==> src/rtl/mem_bus_arbiter.sv <==
`default_nettype none
// ============================================================================
// Module   : mem_bus_arbiter
// Brief    : Round-robin arbiter of icache/dcache onto one tagged memory bus,
//            routing tagged load returns back to the owning cache.
// Revision : 1.0 - initial release
// ============================================================================
module mem_bus_arbiter #(
  parameter int XLEN     = 32,
  parameter int NUM_TAGS = 15
) (
  input  logic            clock,
  input  logic            reset,
  input  logic [1:0]      ic2arb_command,
  input  logic [XLEN-1:0] ic2arb_addr,
  input  logic [63:0]     ic2arb_data,
  output logic [3:0]      arb2ic_response,
  output logic [63:0]     arb2ic_data,
  output logic [3:0]      arb2ic_tag,
  input  logic [1:0]      dc2arb_command,
  input  logic [XLEN-1:0] dc2arb_addr,
  input  logic [63:0]     dc2arb_data,
  output logic [3:0]      arb2dc_response,
  output logic [63:0]     arb2dc_data,
  output logic [3:0]      arb2dc_tag,
  output logic [1:0]      proc2mem_command,
  output logic [XLEN-1:0] proc2mem_addr,
  output logic [63:0]     proc2mem_data,
  input  logic [3:0]      mem2proc_response,
  input  logic [63:0]     mem2proc_data,
  input  logic [3:0]      mem2proc_tag,
  output logic [4:0]      arb_outstanding,
  output logic            arb_tag_error
);

  localparam logic [1:0] c_BUS_NONE = 2'd0;
  localparam logic [1:0] c_BUS_LOAD = 2'd1;
  localparam logic [3:0] c_MAX_TAG  = 4'(NUM_TAGS);
  localparam logic [4:0] c_MAX_OUT  = 5'(NUM_TAGS);

  logic            r_last_grant;  // 0 = ic, 1 = dc
  logic [4:0]      r_outstanding;
  logic            r_tag_error;

  logic            w_ic_req;
  logic            w_dc_req;
  logic            w_any_req;
  logic            w_grant_dc;
  logic [1:0]      w_cmd;
  logic [XLEN-1:0] w_addr;
  logic [63:0]     w_data;
  logic            w_accepted;
  logic            w_load_acc;
  logic [15:0]     w_valid_vec;
  logic [15:0]     w_id_vec;
  logic            w_ret_valid;
  logic            w_ret_unknown;
  logic            w_ret_dc;

  assign w_ic_req  = (ic2arb_command != c_BUS_NONE);
  assign w_dc_req  = (dc2arb_command != c_BUS_NONE);
  assign w_any_req = w_ic_req | w_dc_req;

  // On a tie the requester that did not win last time gets the bus.
  always_comb begin
    w_grant_dc = w_dc_req;
    if (w_ic_req && w_dc_req) begin
      w_grant_dc = ~r_last_grant;
    end
  end

  always_comb begin
    w_cmd  = c_BUS_NONE;
    w_addr = '0;
    w_data = '0;
    if (w_grant_dc) begin
      w_cmd  = dc2arb_command;
      w_addr = dc2arb_addr;
      w_data = dc2arb_data;
    end else if (w_ic_req) begin
      w_cmd  = ic2arb_command;
      w_addr = ic2arb_addr;
      w_data = ic2arb_data;
    end
  end

  assign w_accepted = w_any_req && (mem2proc_response != 4'd0);
  assign w_load_acc = w_accepted && (w_cmd == c_BUS_LOAD) &&
                      (mem2proc_response <= c_MAX_TAG);

  assign w_ret_valid   = (mem2proc_tag != 4'd0) &&  w_valid_vec[mem2proc_tag];
  assign w_ret_unknown = (mem2proc_tag != 4'd0) && !w_valid_vec[mem2proc_tag];
  assign w_ret_dc      = w_id_vec[mem2proc_tag];

  // Owner table; allocate takes precedence over a same-cycle free of the same tag.
  for (genvar i = 0; i < 16; i++) begin : g_entry
    if (i >= 1 && i <= NUM_TAGS) begin : g_live
      logic r_valid;
      logic r_id;
      always_ff @(posedge clock) begin
        if (reset) begin
          r_valid <= 1'b0;
          r_id    <= 1'b0;
        end else if (w_load_acc && (mem2proc_response == 4'(i))) begin
          r_valid <= 1'b1;
          r_id    <= w_grant_dc;
        end else if (w_ret_valid && (mem2proc_tag == 4'(i))) begin
          r_valid <= 1'b0;
        end
      end
      assign w_valid_vec[i] = r_valid;
      assign w_id_vec[i]    = r_id;
    end else begin : g_tied
      assign w_valid_vec[i] = 1'b0;
      assign w_id_vec[i]    = 1'b0;
    end
  end

  always_ff @(posedge clock) begin
    if (reset) begin
      r_last_grant  <= 1'b0;
      r_outstanding <= 5'd0;
      r_tag_error   <= 1'b0;
    end else begin
      if (w_accepted) begin
        r_last_grant <= w_grant_dc;
      end
      if (w_load_acc && !w_ret_valid && (r_outstanding < c_MAX_OUT)) begin
        r_outstanding <= r_outstanding + 5'd1;
      end else if (w_ret_valid && !w_load_acc && (r_outstanding != 5'd0)) begin
        r_outstanding <= r_outstanding - 5'd1;
      end
      if (w_ret_unknown) begin
        r_tag_error <= 1'b1;
      end
    end
  end

  assign proc2mem_command = reset ? c_BUS_NONE : w_cmd;
  assign proc2mem_addr    = reset ? '0 : w_addr;
  assign proc2mem_data    = reset ? '0 : w_data;

  assign arb2ic_response = (reset || !w_ic_req || w_grant_dc) ? 4'd0 : mem2proc_response;
  assign arb2dc_response = (reset || !w_grant_dc) ? 4'd0 : mem2proc_response;

  assign arb2ic_tag  = (!reset && w_ret_valid && !w_ret_dc) ? mem2proc_tag : 4'd0;
  assign arb2dc_tag  = (!reset && w_ret_valid &&  w_ret_dc) ? mem2proc_tag : 4'd0;
  assign arb2ic_data = reset ? 64'd0 : mem2proc_data;
  assign arb2dc_data = reset ? 64'd0 : mem2proc_data;

  assign arb_outstanding = r_outstanding;
  assign arb_tag_error   = r_tag_error;

endmodule
`default_nettype wire

==> config.mk <==
export PLATFORM = sky130hd
export DESIGN_NAME = mem_bus_arbiter
export DESIGN_NICKNAME = d
export VERILOG_FILES = /design/src/rtl/mem_bus_arbiter.sv
export SDC_FILE = /design/constraint.sdc
export NUM_CORES = 1
export LEC_CHECK = 0
export ABC_AREA = 1
export CORE_AREA = 2 2 200 202
export DETAILED_ROUTE_END_ITERATION = 16
export DIE_AREA = 0 0 202 204
export PLACE_DENSITY = 0.37
export SYNTH_ARGS = -nofsm -noshare
export SYNTH_HDL_FRONTEND = slang
export SYNTH_SLANG_ARGS = --single-unit
==> constraint.sdc <==
create_clock -name clock -period 2.6 [get_ports clock]
set_input_delay 0.52 -clock clock [delete_from_list [all_inputs] [get_ports clock]]
set_output_delay 0.52 -clock clock [all_outputs]
set_load 0.05 [all_outputs]
==> Yosys cells after proc, flatten, opt, wreduce, memory -nomap -nowiden <==
Cells that the tools add are included.
{ "totals": {"register_bits": 37, "inputBits": 270, "output_inout_bits": 248, "elab_cells": 196} }
{ "op_classes": {"addsub": 2, "order_cmp": 3, "eq_ne": 31, "mux": 51, "bitwise_logic": 2, "n_reduce_logical": 74} }
{ "op_table": {"columns": ["cell", "count"], "rows": [
  ["$mux W64", 4],
  ["$mux W32", 3],
  ["$eq A4 B4 Y1 const B", 16],
  ["$logic_and A1 B1 Y1", 43],
  ["$reduce_bool A2 Y1", 18],
  ["$mux W1", 33],
  ["$eq A4 B3 Y1 const B", 8],
  ["$eq A4 B2 Y1 const B", 4],
  ["$mux W4", 4],
  ["$mux W5", 2],
  ["$bmux W1 S4", 2],
  ["$eq A4 B1 Y1 const B", 2],
  ["$reduce_bool A4 Y1", 2],
  ["$logic_not A1 Y1", 7],
  ["$mux W2", 3],
  ["$add A5 B1 Y5 const B", 1],
  ["$lt A4 B5 Y1 const B", 1],
  ["$lt A5 B4 Y1 const B", 1],
  ["$reduce_bool A5 Y1", 1],
  ["$sub A5 B1 Y5 const B", 1],
  ["$le A4 B4 Y1 const B", 1],
  ["$logic_or A1 B1 Y1", 3],
  ["$eq A2 B1 Y1 const B", 1],
  ["$not A1 Y1", 1],
  ["$or A1 B1 Y1", 1]
]} }

==> Logic depth before layout (Yosys ltp) <==
{ "logic_depth": {"depth_word": 12, "depth_mapped": 16} }

==> Worst setup path before layout <==
No wires, ideal clock.
{ "synth_timing": {"path_type": "input port to output port", "startpoint": "in dc2arb_command[1]", "endpoint": "out proc2mem_data[57]", "t_arrival_ns": 2.375, "t_required_ns": 2.080, "slack_ns": -0.295, "path_stages": 5, "path_cell_list": "or2_1 > nand2_1 > nand3_1 > clkbuf_1 > o21ai_0"} }
{ "synth_between": {"elab_chain_len": 5} }
{ "synth_lines": {"columns": ["element", "line_no", "source"], "rows": [
  ["start, declared", "20", "input logic [1:0] dc2arb_command,"],
  ["$reduce_bool A2 Y1 (*)", "61", "assign w_dc_req = (dc2arb_command != c_BUS_NONE);"],
  ["$logic_and A1 B1 Y1", "67", "if (w_ic_req && w_dc_req) begin"],
  ["$mux W1 (*)", "67", null],
  ["$mux W64 (*)", "76", "if (w_grant_dc) begin"],
  ["$mux W64 (*)", "141", "assign proc2mem_data = reset ? '0 : w_data;"],
  ["end, declared", "28", "output logic [63:0] proc2mem_data,"]
]} }
Every way passes the cells marked *; elsewhere a longest branch is shown, timed or not.

==> Worst setup path in the final report <==
{ "layout_timing": {"startpoint": "in ic2arb_command[0]", "endpoint": "out proc2mem_data[49]"} }
{ "layout_between": {"elab_chain_len": 5, "elab_cells_between_ends": 6} }
{ "layout_lines": {"columns": ["element", "line_no", "source"], "rows": [
  ["start, declared", "14", "input logic [1:0] ic2arb_command,"],
  ["$reduce_bool A2 Y1 (*)", "60", "assign w_ic_req = (ic2arb_command != c_BUS_NONE);"],
  ["$logic_and A1 B1 Y1", "67", null],
  ["$mux W1", "67", null],
  ["$mux W64 (*)", "76", null],
  ["$mux W64 (*)", "141", null]
]} }
Marks and branches as above.

==> reports/qor.csv <==
stage;metric;value;unit
yosys;Yosys warnings;0;
clock_network;Worst-path clk slew;0.06;ns
yosys;Synth Register Bits;37;
power;Peak supply drop;213;µV
final_layout;fill count;4205;
global_routing;initial antenna violation count;4;
detailed_routing;Vias/cell;3.72;
yosys;most instantiated cells after synthesis;195 x inv_1, 130 x o21ai_0, 110 x nand3_1;
detailed_routing;wire per inst;17.9;µm
clock_network;CTS buffer count;5;
outcome;status;finished, final reports clean;
global_routing;total grt overflow;0;
yosys;EDFF count, synth;0;
floorplanning;chip width;202;µm
global_routing;first-pass GRT wire length;47100;µm
sta;Tightest Pin Transition;0.595;ns
power;total power;4.63;mW
sta;worst hold slack;0.454;ns
yosys;synthesized area;4480;µm²
global_routing;total global-route track usage;0.152;
worst_setup_path;length in cells of the worst reg-to-reg path;14;
clock_network;CTS tree;yes;
power;combinational power share;0.708;
yosys;most frequent cell after synthesis;inv_1;
worst_setup_path;Slowest cell on crit path;dlygate4sd2_1;
yosys;post-synthesis cell type count;30;
yosys;syn_area_per_cell;5.43;µm²
clock_network;# hold bufs at CTS;0;
floorplanning;I/O pin cnt;518;
power;LEAKAGE;5.90;nW
power;switching power;2.09;mW
yosys;Top FF cell, synth;dfxtp_1;
flow_run;max-cap check violation count;0;
detailed_routing;Antenna Nets Post-Route;0;
detailed_routing;DRT iter0 DRCs;250;
yosys;largest cells by area after synthesis;dfxtp_1 17%, inv_1 16%, o21ai_0 15%;
floorplanning;die area;41200;µm²
floorplanning;die height;204;µm
worst_setup_path;critical-path cell list;dlygate4sd2_1 > inv_1 > nand2_2 > nand2_2 > nand2_4 > nand3_4 > buf_12 > buf_16 > buf_4 > o21ai_1 > buf_12;
power;Power Density;360;nW/µm²
power;Reg power frac;0.136;
global_routing;largest net degree at the start of global routing;64;
sta;final setup vio count;0;
yosys;cell count after synthesis;826;
hold_path;Tightest Hold Check Type;reg2reg;
power;clock network power share;0.156;
hold_path;hold depth;2;
worst_setup_path;crit end category;primary output;
clock_network;largest buffer count on any clock path;2;
worst_setup_path;crit start category;input pin;
detailed_routing;Residual DRC;0;
yosys;largest area contributor in the netlist;dfxtp_1;
worst_setup_path;critical path class;in2out;
placement;post-DP HPWL;28200;µm
clock_network;Worst-Skew Late Latency;0.28;ns
worst_setup_path;crit path DAT;1.99;ns
detailed_routing;drt pass-1 iters;4;
placement;GPL Wtd Cong;0.843;
sta;Final Max Slew Viols;0;
worst_setup_path;max incr delay on CP;0.21;ns
power;Power Internal;2.55;mW
placement;total placed cells including tap cells;1858;
clock_network;Root Buffer;clkbuf_16;
sta;Max Freq;398;MHz
yosys;share of synthesized registers carrying an async set or reset;0;
sta;post-route clock period utilization;0.967;
worst_setup_path;WP data required;2.08;ns
sta;fin crit period;2.51;ns
floorplanning;num rows;73;
final_layout;post-route insts no fill;1886;
clock_network;H-tree levels;2;
yosys;sequential fraction of the synthesis area;0.165;
sta;final hold viol count;0;
global_routing;vias in the first global route;7177;
clock_network;Clock Sinks;37;
sta;clk_skew;0.00509;ns
detailed_routing;via count;7013;
sta;RSZ-0062 raised after global routing;true;
floorplanning;Initial Utilization;0.114;
final_layout;Final nets;1632;
power;switch share;0.450;
final_layout;layout cell share with drive strength beyond 1;0.355;
sta;Max-slew headroom;0.602;
worst_setup_path;CP max FO;6;
detailed_routing;final wirelength;33700;µm
placement;IO Port Bufs;517;
yosys;synthesized net count;1100;
final_layout;Syn-to-layout area delta;187;%
floorplanning;core area;39200;µm²
yosys;area fraction of the dominant cell type after synthesis;0.165;
==> routing by layer <==
layer	global-route usage	routed length [µm]	vias to the layer above
li1	-	-	3567
met1	0.166	12400	3149
met2	0.290	18300	258
met3	0.0327	2020	37
met4	0.0467	1020	2
met5	0	12	-
==> logic make-up (layout without fill, tap and decap cells) <==
logic type | count (synthesis) | in the layout | share of synthesized area
XOR/XNOR | 2 | 2 | 0.00391
buffers and inverters | 306 | 839 | 0.313
adder cells (fa/ha/maj) | 4 | 4 | 0.0128
other | 0 | 2 | 0
flip-flops | 37 | 37 | 0.165
AND/OR/NAND/NOR | 298 | 298 | 0.299
AO/OA/AOI/OAI | 179 | 179 | 0.205
==> critical path, delay by kind of cell <==
kind	cells	cell delay [ns]
AND/OR/NAND/NOR	4	0.34
buffers and inverters	6	0.90
AO/OA/AOI/OAI	1	0.21
==> sequential cells by signal (all words and copies together), names as in the netlist <==
register / flops
g_entry.g_live.r_valid: 15
arb_outstanding: 5
r_last_grant: 1
arb_tag_error: 1
g_entry.g_live.r_id: 15
==> what timing repair did <==
action / CTS / global route
endpoints found under the setup margin: 109 / 100
setup buffers: 9 / 3
cloned: 6 / 4
pin swaps: 9 / 6
endpoints found under the hold margin: 0 / 0
gates resized for setup: 131 / 89
==> power by group through the flow <==
stage	sequential (mW)	clock (mW)	combinational, mW
after detailed placement	0.644	0	3.08
after global routing	0.636	0.764	3.44
final	0.630	0.722	3.28
after CTS	0.632	0.742	3.23
after global placement	0.643	0	3.09
after floorplan	0.701	0	1.44
==> area by class of cell <==
type / count / area [µm²] / area share
tap: 525 / 657 / 0.0511
clock buffer: 6 / 139 / 0.0108
clock inverter: 2 / 37.5 / 0.00292
antenna: 2 / 5.00 / 0.000389
multi-input combinational: 483 / 2730 / 0.212
sequential: 37 / 741 / 0.0576
inverter: 197 / 767 / 0.0596
timing repair buffer: 634 / 7790 / 0.606
==> placed cells by master (no fill, tap or decap), types with 2 or more instances in the layout <==
cell type,count
buf_8,4
clkbuf_16,9
clkbuf_2,3
buf_12,160
buf_6,35
o21ai_0,45
nand2_2,8
nor2_2,23
o21ai_4,6
dfxtp_1,37
nor2_1,69
ha_1,3
o21ai_2,46
diode_2,2
inv_4,3
buf_16,4
inv_1,191
a21oi_1,39
buf_4,152
nand3_1,107
xor2_1,2
nor3_1,2
o21ai_1,35
nand2_1,66
nand3_2,3
clkdlybuf4s50_1,266
dlygate4sd2_1,2
o22ai_1,6
nor2_4,9
bufbuf_16,2
nand2_4,6
==> per-stage QoR <==
step	utilization	worst slack, ns	TNS (ns)	cell area, µm²
2_1_floorplan	-	-0.295	-20.25	4530
3_3_place_gp	0.302	-0.421	-23.70	11800
3_5_place_dp	0.302	-0.449	-25.51	11800
4_1_cts	0.319	-0.0550	-0.232	12500
5_1_grt	0.328	-0.0382	-0.0871	12900
6_report	0.328	0.0865	0	12900
==> worst paths after layout <==
kind / slack (ns) / from / endpoint
max: 0.09 / ic2arb_command[0] / proc2mem_data[49]
min: 0.45 / g_entry[7].g_live.r_id / g_entry[7].g_live.r_id
max reg2reg: 0.40 / r_last_grant / arb_outstanding[4]
min reg2reg: 0.45 / g_entry[7].g_live.r_id / g_entry[7].g_live.r_id
Note: power is estimated with default switching activity, not from simulation.
==> patch: new RTL, same flow settings <==
Set the parameter `XLEN` to 28 (it was 32).
--- a/src/rtl/mem_bus_arbiter.sv
+++ b/src/rtl/mem_bus_arbiter.sv
@@ -6,7 +6,7 @@
 // Revision : 1.0 - initial release
 // ============================================================================
 module mem_bus_arbiter #(
-  parameter int XLEN     = 32,
+  parameter int XLEN     = 28,
   parameter int NUM_TAGS = 15
 ) (
   input  logic            clock,
Interface: changed (resized dc2arb_addr, ic2arb_addr and proc2mem_addr); port bits go from 518 to 506. No check against the original RTL was run, so the function may have changed too.
==> patch against the original RTL <==
Wire length is 3.7% lower; non-clock buffer count is 38 lower; utilization is 2.9 points lower; final area is 8.8% lower; combinational power is 6.1% lower; cell count is 2.4% lower; power is 2.4% lower; largest power group unchanged; area after synthesis is 0.61% lower; worst setup slack worse by 0.069 ns; sequential cell count stayed put.
==> patch: results (changes against the original RTL) <==
sta:
  tightest_slew_ns: 0.558  # -0.0366 ns
  skew_ns: 0.00662  # +0.00153 ns
  holdWs_ns: 0.469  # +0.0149 ns
logic_synthesis:
  seq_area_frac_synth_pct: 16.6  # +0.10 points
  synth-compound-area-share_pct: 20.1  # -0.49 points
  synth_area_leaders: "dfxtp_1, inv_1, o21ai_0"
  synthXorXnorAreaFrac_pct: 0.393  # +0.0024 points
  synth_common_cells: "inv_1, o21ai_0, nand3_1, nor2_1, nand2_1"
  ys_types: 31  # +3.3%
final_layout:
  drive_above_1_share_pct: 35.7  # +0.16 points
  stdcell_count: 1841  # -2.4%
  nFillCells: 4228  # +0.55%
pwr:
  p_leak_uw: 0.00547  # -7.2%
  fin_total_pwr_uw: 4520  # -2.4%
  p_comb_uw: 3080  # -6.1%
setup_path:
  cp_data_arrival_time_ns: 2.06  # +0.07 ns
  ff2ff_setup_slack_ns: 0.50  # +0.10 ns
  slowest_stage: "bufbuf_16"
  startpoint: "dc2arb_command[0]"
outcome:
  status: "finished clean"
hold_path:
  min_to: "g_entry[2].g_live.r_id$_SDFFE_PP0P_"
global_route:
  grt_pass1_vias: 6856  # -4.5%
  grt_max_degree: 81  # +27%
  antenna_found_initial: 10  # +6
  grtUsageTotal_pct: 15.1  # -0.14 points
drt:
  first_iter_violations: 181  # -28%
  wl_per_cell_um: 17.6  # -1.3%
placed_design:
  place.gp.congestion: 0.833  # -1.1%
  placed_area_um2: 11000  # -7.2%
## patch: cell types whose count changed after synthesis, sizes merged, moves of 3 or more
cell / before / now
buf: 86 / 72
clkbuf: 23 / 37
inv: 197 / 189
o21ai: 132 / 125
nand2: 80 / 86
o22ai: 6 / 3
o31ai: 0 / 3
## patch: layout make-up
class / count / area (um^2) / share of cell area [%]
Inverter: 189 / 718 / 6.12
Multi-Input combinational cell: 481 / 2820 / 24.1
Timing Repair Buffer: 596 / 6590 / 56.2
Clock buffer: 5 / 125 / 1.07
Sequential cell: 37 / 741 / 6.31
Clock inverter: 3 / 68.8 / 0.586
Tap cell: 525 / 657 / 5.60
Antenna cell: 5 / 12.5 / 0.107
## patch: timing repair
item,4_1_cts,5_1_grt
gates resized for setup,67,70
gates cloned,3,0
buffers inserted,4,3
pin swaps,8,6
endpoints found under the setup margin,107,79
## patch: per-layer routing
layer | up-vias | wire [um]
met5 | - | 65
met4 | 10 | 584
met3 | 33 | 2250
met2 | 203 | 17400
met1 | 3037 | 12200
li1 | 3463 | -
